$ cat src/rtl/ssd_scan_capture_if.sv
// Seven-segment display bus seen by the scan capture block, plus its decoded results.
// master drives the display lines; slave is the capture block.
interface ssd_scan_capture_if;
  logic        enable;
  logic [6:0]  ssdCathode;
  logic [7:0]  ssdAnode;
  logic [31:0] digits;
  logic [7:0]  digit_valid;
  logic        frame_done;
  logic        decode_err;
  logic        anode_err;

  modport master (
    output enable, ssdCathode, ssdAnode,
    input  digits, digit_valid, frame_done, decode_err, anode_err
  );

  modport slave (
    input  enable, ssdCathode, ssdAnode,
    output digits, digit_valid, frame_done, decode_err, anode_err
  );
endinterface

$ cat src/rtl/ssd_scan_capture.sv
// Reads back a multiplexed active-low seven-segment bus: waits for each digit slot
// to settle, decodes the cathode pattern to a nibble and tracks frame completion.
module ssd_scan_capture #(
  parameter int unsigned SETTLE_CYCLES = 4,
  parameter logic [7:0]  DIGIT_MASK    = 8'hFF
) (
  input logic               clk,
  input logic               reset,
  ssd_scan_capture_if.slave bus
);

  localparam int unsigned CNT_W      = 8;
  localparam int unsigned NUM_DIGITS = 8;
  localparam int unsigned AN_W       = 8;
  localparam int unsigned CAT_W      = 7;
  localparam int unsigned PAIR_W     = 1 + AN_W + CAT_W;
  localparam int unsigned NIB_W      = 4;
  localparam int unsigned IDX_W      = 3;
  localparam logic [CNT_W-1:0] SETTLE = CNT_W'(SETTLE_CYCLES);
  localparam logic [CAT_W-1:0] BLANK  = 7'h7F;

  logic [PAIR_W-1:0]           pair_d, pair_q;
  logic                        vld_q;
  logic [CNT_W-1:0]            cnt_d, cnt_q;
  logic                        changed;
  logic                        sample;
  logic [AN_W-1:0]             an_sel;
  logic [CAT_W-1:0]            cat_q;
  logic                        one_hot;
  logic                        multi;
  logic [NIB_W:0]              dec;
  logic [IDX_W-1:0]            idx;
  logic [NUM_DIGITS*NIB_W-1:0] digits_d, digits_q;
  logic [NUM_DIGITS-1:0]       valid_d, valid_q;
  logic [NUM_DIGITS-1:0]       seen_d, seen_q, seen_new;
  logic                        frame_d, frame_q;
  logic                        dec_err_d, dec_err_q;
  logic                        an_err_d, an_err_q;

  // Cathode pattern to {hit, nibble}; hit=0 for anything outside the hex table.
  function automatic logic [NIB_W:0] hex_decode(input logic [CAT_W-1:0] cat);
    case (cat)
      7'h40:   hex_decode = 5'h10;
      7'h79:   hex_decode = 5'h11;
      7'h24:   hex_decode = 5'h12;
      7'h30:   hex_decode = 5'h13;
      7'h19:   hex_decode = 5'h14;
      7'h12:   hex_decode = 5'h15;
      7'h02:   hex_decode = 5'h16;
      7'h78:   hex_decode = 5'h17;
      7'h00:   hex_decode = 5'h18;
      7'h10:   hex_decode = 5'h19;
      7'h08:   hex_decode = 5'h1A;
      7'h03:   hex_decode = 5'h1B;
      7'h46:   hex_decode = 5'h1C;
      7'h21:   hex_decode = 5'h1D;
      7'h06:   hex_decode = 5'h1E;
      7'h0E:   hex_decode = 5'h1F;
      default: hex_decode = 5'h00;
    endcase
  endfunction

  // Enable rides along with the pair so that re-enabling restarts the settle period.
  assign pair_d  = {bus.enable, bus.ssdAnode, bus.ssdCathode};
  assign changed = !vld_q || (pair_d != pair_q);

  assign an_sel  = ~pair_q[PAIR_W-2:CAT_W];
  assign cat_q   = pair_q[CAT_W-1:0];
  assign one_hot = (an_sel != '0) && ((an_sel & (an_sel - AN_W'(1))) == '0);
  assign multi   = (an_sel != '0) && !one_hot;
  assign dec     = hex_decode(cat_q);

  // Stability counter; the sample fires only on the step that reaches SETTLE.
  always_comb begin : settle_count
    cnt_d  = cnt_q;
    sample = 1'b0;
    if (!bus.enable || changed) begin
      cnt_d = '0;
    end else if (cnt_q != SETTLE) begin
      cnt_d  = cnt_q + CNT_W'(1);
      sample = (cnt_q + CNT_W'(1)) == SETTLE;
    end
  end

  always_comb begin : sample_decode
    digits_d  = digits_q;
    valid_d   = valid_q;
    seen_d    = seen_q;
    seen_new  = seen_q;
    frame_d   = 1'b0;
    dec_err_d = 1'b0;
    an_err_d  = 1'b0;
    idx       = '0;
    for (int unsigned i = 0; i < NUM_DIGITS; i++) begin
      if (an_sel[i]) idx = IDX_W'(i);
    end
    if (sample) begin
      if (multi) begin
        an_err_d = 1'b1;
      end else if (one_hot) begin
        seen_new = seen_q | an_sel;
        seen_d   = seen_new;
        if (dec[NIB_W]) begin
          digits_d[{idx, 2'b00} +: NIB_W] = dec[NIB_W-1:0];
          valid_d[idx]                    = 1'b1;
        end else begin
          valid_d[idx] = 1'b0;
          dec_err_d    = (cat_q != BLANK);
        end
        // A decode error owns the pulse slot; the frame completes on a later sample.
        if (!dec_err_d && ((seen_new & DIGIT_MASK) == DIGIT_MASK)) begin
          frame_d = 1'b1;
          seen_d  = '0;
        end
      end
    end
  end

  always_ff @(posedge clk) begin
    if (!reset) begin
      pair_q    <= '0;
      vld_q     <= 1'b0;
      cnt_q     <= '0;
      digits_q  <= '0;
      valid_q   <= '0;
      seen_q    <= '0;
      frame_q   <= 1'b0;
      dec_err_q <= 1'b0;
      an_err_q  <= 1'b0;
    end else begin
      pair_q    <= pair_d;
      vld_q     <= 1'b1;
      cnt_q     <= cnt_d;
      digits_q  <= digits_d;
      valid_q   <= valid_d;
      seen_q    <= seen_d;
      frame_q   <= frame_d;
      dec_err_q <= dec_err_d;
      an_err_q  <= an_err_d;
    end
  end

  assign bus.digits      = digits_q;
  assign bus.digit_valid = valid_q;
  assign bus.frame_done  = frame_q;
  assign bus.decode_err  = dec_err_q;
  assign bus.anode_err   = an_err_q;

endmodule

$ cat src/flat_wrapper.sv
// flat-port wrapper written by rule: the top's interface ports become plain ports
module ssd_scan_capture_flat 
#(
  parameter int unsigned SETTLE_CYCLES = 4,
  parameter logic [7:0]  DIGIT_MASK    = 8'hFF
)
  (clk, reset, bus_enable, bus_ssdCathode, bus_ssdAnode, bus_digits, bus_digit_valid, bus_frame_done, bus_decode_err, bus_anode_err);
  ssd_scan_capture_if bus_i ();
  input logic clk;
  input logic reset;
  input wire logic [$bits(bus_i.enable)-1:0] bus_enable;
  input wire logic [$bits(bus_i.ssdCathode)-1:0] bus_ssdCathode;
  input wire logic [$bits(bus_i.ssdAnode)-1:0] bus_ssdAnode;
  output wire logic [$bits(bus_i.digits)-1:0] bus_digits;
  output wire logic [$bits(bus_i.digit_valid)-1:0] bus_digit_valid;
  output wire logic [$bits(bus_i.frame_done)-1:0] bus_frame_done;
  output wire logic [$bits(bus_i.decode_err)-1:0] bus_decode_err;
  output wire logic [$bits(bus_i.anode_err)-1:0] bus_anode_err;
  assign bus_i.enable = bus_enable;
  assign bus_i.ssdCathode = bus_ssdCathode;
  assign bus_i.ssdAnode = bus_ssdAnode;
  assign bus_digits = bus_i.digits;
  assign bus_digit_valid = bus_i.digit_valid;
  assign bus_frame_done = bus_i.frame_done;
  assign bus_decode_err = bus_i.decode_err;
  assign bus_anode_err = bus_i.anode_err;
  ssd_scan_capture #(.SETTLE_CYCLES(SETTLE_CYCLES), .DIGIT_MASK(DIGIT_MASK)) u_core (.clk(clk), .reset(reset), .bus(bus_i));
endmodule
$ cat config.mk
export PLATFORM = sky130hd
export DESIGN_NAME = ssd_scan_capture_flat
export DESIGN_NICKNAME = d
export VERILOG_FILES = /design/src/rtl/ssd_scan_capture_if.sv /design/src/rtl/ssd_scan_capture.sv /design/src/flat_wrapper.sv
export SDC_FILE = /design/constraint.sdc
export NUM_CORES = 1
export LEC_CHECK = 0
export BUFFER_PORTS_ARGS = -buffer_cell sky130_fd_sc_hd__buf_2
export CORE_ASPECT_RATIO = 0.8
export CORE_MARGIN = 3
export CORE_UTILIZATION = 40
export DETAILED_ROUTE_END_ITERATION = 6
export GPL_TIMING_DRIVEN = 0
export PLACE_DENSITY_LB_ADDON = 0.08
export RECOVER_POWER = 25
export SLEW_MARGIN = 0
export SYNTH_ARGS = -nofsm -noshare
export SYNTH_HDL_FRONTEND = slang
export SYNTH_SLANG_ARGS = --single-unit
$ cat constraint.sdc
create_clock -name clk -period 2.6 [get_ports clk]
set_input_delay 0.39 -clock clk [delete_from_list [all_inputs] [get_ports clk]]
set_output_delay 0.39 -clock clk [all_outputs]
set_load 0.005 [all_outputs]
==> insert_results.sql <==
INSERT INTO impl_metrics (metric_group, metric, value, unit) VALUES
('floorplanning', 'floorplan.die.width', '113.8', 'um'),
('grt', 'number_of_global_route_vias_before_repair', '3007', ''),
('sta', 'finalWorstSetupSlack', '-0.09969', 'ns'),
('synthesis', 'netlist_instances', '404', ''),
('pwr', 'power_switching_share', '24.86', '%'),
('synthesis', 'ys_top_cells_by_area', 'dfxtp_1 (41%), mux2i_1 (8.9%), nand2_1 (4.8%)', ''),
('pwr', 'power.leakage', '0.001952', 'uW'),
('floorplanning', 'core_area', '0.008746', 'mm^2'),
('finish', 'stdcell_area', '0.004743', 'mm^2'),
('grt', 'global_route.usage.total', '18.02', '%'),
('drt', 'drtIter0Drc', '130', ''),
('synthesis', 'yosysUniqueCellTypes', '53', ''),
('sta', 'worst-slew-pin-transition', '0.9063', 'ns'),
('min_path', 'hold_crit_path_type', 'primary input to register', ''),
('placed_design', 'placed_area', '0.004164', 'mm^2'),
('synthesis', 'synth_sequential_area_ratio', '40.94', '%'),
('clocking', 'clock_sinks', '76', ''),
('finish', 'finish.net_count', '511', ''),
('grt', 'largest_net_degree_at_the_start_of_global_routing', '14', ''),
('sta', 'final.min_clock_period', '2.700', 'ns'),
('grt', 'grt_antenna_before_repair', '0', ''),
('worst_setup_path', 'arrival', '2.97', 'ns'),
('clocking', 'ctsHoldBuffers', '0', ''),
('synthesis', 'synth_enable_flop_cells', '0', ''),
('worst_setup_path', 'critical_path.max_fanout', '5', ''),
('clocking', 'cts.clk_slew.worst_paths', '0.06', 'ns'),
('placed_design', 'port_buffers', '60', ''),
('finish', 'syn2layout_area_growth', '27.64', '%'),
('grt', 'grt_overflow', '0', ''),
('synthesis', 'synth_async_sr_flop_share', '0', '%'),
('status', 'violations_in_the_final_reports', 'setup timing', ''),
('finish', 'drive_above_1_share', '28.66', '%'),
('sta', 'hold_violations', '0', ''),
('run', 'max_cap_violations', '0', ''),
('worst_setup_path', 'worstSetupStartpointType', 'register', ''),
('synthesis', 'fraction_of_synthesized_cell_area_taken_by_the_top_area_cell_type', '40.94', '%'),
('placed_design', 'globalplace.congestion', '0.8683', ''),
('pwr', 'power_switching', '642.1', 'uW'),
('floorplanning', 'core.rowCount', '30', ''),
('clocking', 'ctsLongestPathBuffers', '2', ''),
('clocking', 'ctsRootBufferMaster', 'clkbuf_16', ''),
('floorplanning', 'starting_density_of_the_core', '42.49', '%'),
('sta', 'setup_viol_count_final', '24', ''),
('drt', 'drc_errors', '0', ''),
('drt', 'drt.antenna.violating_nets', '0', ''),
('drt', 'route.vias.total', '3169', ''),
('synthesis', 'synth_top_flop_cell', 'dfxtp_1', ''),
('floorplanning', 'fp.dieArea', '0.01049', 'mm^2'),
('sta', 'worst_setup_skew_after_layout', '0.006061', 'ns'),
('pwr', 'vdd.ir_drop.worst', '347.6', 'uV'),
('synthesis', 'postSynthAreaPerCell', '9.198', 'um^2'),
('status', 'outcome', 'complete, but fails checks', ''),
('grt', 'grt_pass1_wl', '14.97', 'mm'),
('pwr', 'clock_power_share', '45.0', '%'),
('synthesis', 'synth.ff_latch_count', '76', ''),
('worst_setup_path', 'timing.critical_path.to_type', 'register', ''),
('floorplanning', 'die_height', '92.21', 'um'),
('pwr', 'pwr-share-seq', '46.5', '%'),
('sta', 'slew_viol_final', '0', ''),
('synthesis', 'synth-warning-count', '0', ''),
('synthesis', 'syn_nets', '428', ''),
('pwr', 'cellPowerDensity', '544.5', 'mW/mm^2'),
('floorplanning', 'io_pins', '61', ''),
('synthesis', 'netlist_area', '0.003716', 'mm^2'),
('drt', 'detail_route.wl_per_cell', '15.41', 'um'),
('drt', 'via_per_inst', '5.247', ''),
('worst_setup_path', 'crit_type', 'register to register', ''),
('clocking', 'clk_latency', '0.34', 'ns'),
('clocking', 'cts-htree-levels', '3', ''),
('placed_design', 'dp_hpwl', '6.640', 'mm'),
('synthesis', 'most_frequent_cells_after_synthesis', 'dfxtp_1 (76), nand2_1 (48), mux2i_1 (33)', '');
-- worst max-delay path: stages, from the launching register on --
cell and delay, ns:
dfxtp_2 0.32, xor2_1 0.14, or4_4 0.54, nor4_4 0.21, or4b_4 0.51, buf_8 0.16, buf_8 0.12, nor4b_4 0.27
buf_4 0.18, mux2i_1 0.17
-- layer usage --
layer,global-route usage (%),part of all wire (%),vias to the layer above
li1,-,-,1607
met1,24.32,49,1481
met3,5.145,4.8,15
met5,0,0,-
met4,5.906,1.6,0
met2,27.60,44,66
-- cells by family after synthesis --
| logic type | count (synthesis) | synth area share (%) |
|---|---|---|
| AOI/OAI and AO/OA | 57 | 11.35 |
| xor gates and xnor gates | 24 | 5.657 |
| adders and majority gates | 7 | 2.290 |
| buffers and inverters | 40 | 4.511 |
| DFF | 76 | 40.94 |
| muxes | 34 | 9.192 |
| and+or+nand+nor | 166 | 26.06 |
-- path summary, 6_finish.rpt --
path / startpoint / endpoint / slack (ns) / cells past startpoint
max: u_core.pair_q[2] / u_core.bus.digits[16] / -0.1 / 9
min: reset / u_core.vld_q / 0.17 / 1
max reg2reg: u_core.pair_q[2] / u_core.bus.digits[16] / -0.1 / 9
min reg2reg: u_core.bus.digits[20] / u_core.bus.digits[20] / 0.45 / 2
-- power by group through the flow --
stage / clock [uW] / sequential (uW) / combinational (uW)
final: 1160 / 1200 / 218
after global routing: 1230 / 1200 / 240
after CTS: 1190 / 1200 / 214
after detailed placement: 0 / 1210 / 210
after global placement: 0 / 1210 / 207
after floorplan: 0 / 1210 / 149
-- per-stage QoR --
| step | instances | hold slack [ns] | setup TNS, ns | utilization (%) | total power (uW) |
|---|---|---|---|---|---|
| floorplan | 404 | 0.4177 | -0.1251 | - | 1360 |
| global placement | 576 | 0.4395 | -18.48 | 47.61 | 1421 |
| detailed placement | 576 | 0.4449 | -19.91 | 47.61 | 1425 |
| CTS | 599 | 0.1581 | -0.8247 | 53.19 | 2604 |
| global route | 604 | 0.1563 | -4.097 | 54.23 | 2678 |
| finish | 604 | 0.1654 | -0.8832 | 54.23 | 2583 |
-- what timing repair did --
action | CTS | global route
endpoints found under the setup margin | 50 | 49
endpoints found under the hold margin | 0 | 0
setup buffers | 13 | 6
gates resized for setup | 41 | 23
pin swaps | 10 | 8
-- cells in the final DEF (no fill, tap or decap), types with 4 or more instances in the layout --
cell type   count
nor3b_1         4
xnor2_1        15
xor2_1          8
nor2_1         19
nand4_1        14
mux2i_1        33
inv_1          10
clkbuf_16       9
buf_2          53
nand2_1        48
o21a_1         14
o22ai_1         4
dfxtp_1        65
and2_1         19
a32oi_1         4
a21oi_1         5
nand2b_1        5
o31ai_1         4
buf_4          18
clkbuf_1       15
or3_1           4
o21ai_0         4
dfxtp_2         9
nand3_1        10
o31a_1          6
clkinvlp_4      4
nand4b_1        4
nor3_1          6
-- area by class of cell --
type / count / area, um^2
sequential: 76 / 1540
fill: 808 / 4003
timing repair buffer: 79 / 454.2
inverter: 11 / 41.29
clock buffer: 10 / 239.0
clock inverter: 6 / 40.04
multi-input combinational: 288 / 2122
tap: 112 / 140.1
buffer: 22 / 166.4
(Power assumes the default switching activity.)
